## config.mk

```make
export PLATFORM = sky130hd
export DESIGN_NAME = serial_subtractor_8bits
export DESIGN_NICKNAME = d
export VERILOG_FILES = /design/src/rtl/serial_subtractor_8bits.sv
export SDC_FILE = /design/constraint.sdc
export NUM_CORES = 1
export LEC_CHECK = 0
export CORE_MARGIN = 2
export CORE_UTILIZATION = 51
export DETAILED_ROUTE_END_ITERATION = 8
export GPL_TIMING_DRIVEN = 0
export PLACE_DENSITY = 0.78
export SYNTH_ARGS = -nofsm -noshare
export SYNTH_HDL_FRONTEND = slang
export SYNTH_SLANG_ARGS = --single-unit
export TNS_END_PERCENT = 10
```

## constraint.sdc

```tcl
create_clock -name clk -period 1.92 [get_ports clk]
set_clock_uncertainty 0.2 [all_clocks]
set_input_delay 0.384 -clock clk [delete_from_list [all_inputs] [get_ports clk]]
set_output_delay 0.384 -clock clk [all_outputs]
set_load 0.02 [all_outputs]
```

## src/rtl/serial_subtractor_8bits.sv

```systemverilog
// Bit-serial A - B - Bin: one difference bit per clock, LSB first, over WIDTH cycles.
// Define SUBTRACTOR_OVF_EN to add the registered signed-overflow output OVF.
//
// state | meaning
// IDLE  | waiting for start, last result held on D/Bout
// SHIFT | producing one difference bit per edge
// DONE  | result just completed, done high for this cycle
module serial_subtractor_8bits #(
  parameter int WIDTH = 8
) (
  input  logic             clk,
  input  logic             rst_n,
  input  logic             start,
  input  logic [WIDTH-1:0] A,
  input  logic [WIDTH-1:0] B,
  input  logic             Bin,
  output logic [WIDTH-1:0] D,
  output logic             Bout,
  output logic             busy,
  output logic             done
`ifdef SUBTRACTOR_OVF_EN
  ,
  output logic             OVF
`endif
);

  localparam int CW = (WIDTH > 1) ? $clog2(WIDTH) : 1;

  typedef enum logic [1:0] {
    IDLE  = 2'd0,
    SHIFT = 2'd1,
    DONE  = 2'd2
  } state_t;

  state_t state, state_nxt;

  logic [WIDTH-1:0] a_q, b_q, p_q;
  logic             borrow_q;
  logic [CW-1:0]    cnt;
  logic             accept, last;
  logic             diff_bit, borrow_nxt;
  logic [WIDTH-1:0] d_new;

`ifdef SUBTRACTOR_OVF_EN
  logic a_msb, b_msb;
`endif

  assign accept = start && (state != SHIFT);
  assign last   = (cnt == CW'(WIDTH - 1));

  // One-bit full subtractor on the current LSBs of the shifting operands.
  assign diff_bit   = a_q[0] ^ b_q[0] ^ borrow_q;
  assign borrow_nxt = (~a_q[0] & b_q[0]) | (~(a_q[0] ^ b_q[0]) & borrow_q);
  assign d_new      = {diff_bit, p_q[WIDTH-1:1]};

  assign busy = (state == SHIFT);
  assign done = (state == DONE);

  always_ff @(posedge clk) begin
    if (!rst_n) state <= IDLE;
    else        state <= state_nxt;
  end

  always_comb begin
    state_nxt = state;
    case (state)
      IDLE:    if (start) state_nxt = SHIFT;
      SHIFT:   if (last)  state_nxt = DONE;
      DONE:    state_nxt = start ? SHIFT : IDLE;
      default: state_nxt = IDLE;
    endcase
  end

  always_ff @(posedge clk) begin
    if (!rst_n) begin
      a_q      <= '0;
      b_q      <= '0;
      p_q      <= '0;
      borrow_q <= 1'b0;
      cnt      <= '0;
      D        <= '0;
      Bout     <= 1'b0;
`ifdef SUBTRACTOR_OVF_EN
      a_msb    <= 1'b0;
      b_msb    <= 1'b0;
      OVF      <= 1'b0;
`endif
    end else if (accept) begin
      a_q      <= A;
      b_q      <= B;
      borrow_q <= Bin;
      cnt      <= '0;
`ifdef SUBTRACTOR_OVF_EN
      a_msb    <= A[WIDTH-1];
      b_msb    <= B[WIDTH-1];
`endif
    end else if (state == SHIFT) begin
      a_q      <= a_q >> 1;
      b_q      <= b_q >> 1;
      borrow_q <= borrow_nxt;
      p_q      <= d_new;
      cnt      <= cnt + CW'(1);
      // Outputs only move on the final bit so partial results never appear.
      if (last) begin
        D    <= d_new;
        Bout <= borrow_nxt;
`ifdef SUBTRACTOR_OVF_EN
        OVF  <= (a_msb ^ b_msb) & (a_msb ^ diff_bit);
`endif
      end
    end
  end

endmodule
```

==> results.md <==
- Hold buffer count at CTS: 0
- Register area: ~760 um^2
- Vias/cell: 5.05
- Final hold vios: 0
- Fin nets: between 200 and 250
- Share of power burned in registers: 0.555
- Slowest CP cell: clkdlybuf4s50_1
- CP Capture Type: primary output
- Starting DRC count in detailed routing: 64
- Sw Share: 0.270
- Max FO, Critical Path: 2
- Pin count of the biggest net entering global routing: 12
- Fmax: 534 MHz
- Antenna violations before repair: 0
- Number of buffers and inverters on the critical path: 1
- Placer Congestion: 0.752
- WL/cell: between 10 and 15 um
- First-pass GRT wire length: 5.62 mm
- Detailed-route via count: approximately 1.3k
- Crit-path cells: clkdlybuf4s50_1
- Hpwl dp: approximately 2.4 mm
- Synthesized net count: 208
- Postcts setup bufs: 0
- Clock transition at path regs: around 0.11 ns
- Worst slew margin: 0.689
- Sw power: around 420 uW
- Placed cell area: 2030 um^2
- Period utilization: 0.975
- Num Clock Sinks: 38
- Clock share of power: 0.284
- Total power: 1.54 mW
- Final core utilization: 0.677
- RSZ-0062 raised after global routing: true
- Pre-antenna DRT Iters: 4
- Final Cell Area: approximately 2100 um^2
- Internal: around 1.1 mW
- Footprint of the multi-input gates: around 800 um^2
- Clk_lat worst skew: 0.35 ns
- # rows: 20
- Area growth syn-to-layout: 24.5%
- Main synth FF type: dfxtp_1
- Mapped Area: roughly 1700 um^2
- Total GRT Usage: 0.205
- Slew of the pin with the lowest slew margin: between 0.4 and 0.5 ns
- Crit start category: flip-flop
- Reg2Reg Depth: 5
- Die ar.: about 3800 um^2
- Final-report max-slew violation count: 0
- Max VDD drop: 0.514 mV
- Clk buf depth: 2
- CP Class: reg -> out
- Critical Path RT: approximately 1.3 ns
- Post_cts resized: 11
- CTS tree: built
- Die height: about 62 um
- CP peak stage delay: 0.60 ns
- Total wire length: 3.28 mm
- Distinct cell type count after synthesis: 32
- CTS Root Cell: clkbuf_4
- Fillers: roughly 290
- Post-synth ARST share: 0
- Final ANT Viol Nets: 0
- Outcome: complete, no violations
- Min-Delay Path Class: in -> reg
- # diodes: 0
- Max H-tree Level: 2
- Core ar.: approximately 3100 um^2
- Grt ovf: 0
- Post-Synthesis Cells: about 190
- WHS Path Cells: 3
- Logic pwr share: 0.161
- Crit path depth: 1
- EDFF count, synth: 0
- Crit path DAT: between 1 and 1.5 ns
- Die W: 61.5 um
- Pleak: roughly 0.91 nW
- Final setup viols: 0
- Register area share after synthesis: 0.451
- Family with the most delay on the worst path: buffers and inverters
- Max_cap viols: 0
- Initial Util: 0.544
- Vias in the first global route: between 1k and 1.5k
- DRC viols: 0
- Crit path time final: roughly 1.9 ns
- Layout cells sized above 1: 0.240
- Power per cell area: 732 nW/um^2
- Input/output buffers: 29
- Synth Area per Inst: slightly above 9 um^2
- Synthesis Warnings: 0
- Synthesized flop and latch total: 38
- I/O pin count: 31
- CTS buffer count: 5
-- through the flow --
stage | std cells | hold WS, ns | setup TNS [ns] | setup WS [ns]
detailed placement | 258 | 0.246 | -0.131 | -0.114
global placement | 258 | 0.237 | -0.112 | -0.112
finish | 265 | 0.151 | 0 | 0.0481
global route | 265 | 0.133 | -0.00625 | -0.00625
CTS | 266 | 0.144 | -0.0110 | -0.0110
floorplan | 185 | 0.232 | 0 | 0.440
-- placed cells by master (no fill, tap or decap), drive strengths merged --
cell            n
nand2          44
dfxtp          38
a21oi          34
dlymetal6s2s    7
clkinv          1
nand2b          1
nand3b          1
clkbuf         10
buf             9
inv             5
dlygate4sd2     2
nand3          10
clkdlybuf4s50  19
nor2b           1
nor2            5
o21a            1
a221oi          1
and3            1
o21ai          14
a211oi          1
and3b           1
and2            1
mux2i           2
a21boi          8
fa              1
ha              2
o22ai           1
-- worst min-delay path, stage by stage --
cell	delay (ns)
buf_4	0.15
nand2_1	0.08
a21oi_2	0.04
-- worst paths after layout --
path / start / to / slack, ns
max: Bout$_SDFFE_PN0P_ / Bout / 0.05
min: start / b_q[2]$_SDFFE_PN0P_ / 0.15
max reg2reg: cnt[0]$_SDFFE_PP0P_ / Bout$_SDFFE_PN0P_ / 0.34
min reg2reg: D[6]$_SDFFE_PN0P_ / D[6]$_SDFFE_PN0P_ / 0.26
-- power by group through the flow --
stage,Combinational (mW),Sequential (mW),Clock (mW)
6_report,0.247,0.854,0.436
5_1_grt,0.270,0.859,0.484
4_1_cts,0.256,0.853,0.445
3_5_place_dp,0.251,0.871,0
3_3_place_gp,0.243,0.868,0
2_1_floorplan,0.177,0.864,0
-- sequential cells by signal, indices dropped and copies added (netlist names) --
register	cells
b_q	8
borrow_q	1
D	8
Bout	1
cnt	3
p_q	7
state	2
a_q	8
-- cells in the mapped netlist, drive strengths merged, types with 2 or more instances --
cell	number	area, um^2
a21boi	8	71.3
a21oi	34	279
buf	9	90.1
clkbuf	3	11.3
dfxtp	38	761
ha	2	25.0
inv	5	26.3
mux2i	2	20.0
nand2	44	168
nand3	10	50.1
nor2	5	18.8
o21ai	14	70.1
-- final cells by class --
type,count,share of cell area
Buffer,11,0.0411
Clock buffer,7,0.0262
Clock inverter,1,0.00238
Inverter,5,0.0125
Multi-Input combinational cell,130,0.381
Sequential cell,38,0.363
Tap cell,44,0.0262
Timing Repair Buffer,29,0.148
-- metal layers --
layer	global-route usage	vias to the layer above	part of all wire
met5	0	-	0
met4	0.112	0	0.016
met3	0.0504	6	0.047
met2	0.340	32	0.50
met1	0.243	606	0.44
li1	-	695	-
-- cell families (layout without fill, tap and decap cells) --
logic type,count (synthesis),count (layout),share of synthesized area
simple gates,65,65,0.165
fa+ha+maj,3,3,0.0267
mux,2,2,0.0119
compound gates,60,60,0.271
buf+inv,17,53,0.0756
flops,38,38,0.451
(Power assumes the default switching activity.)
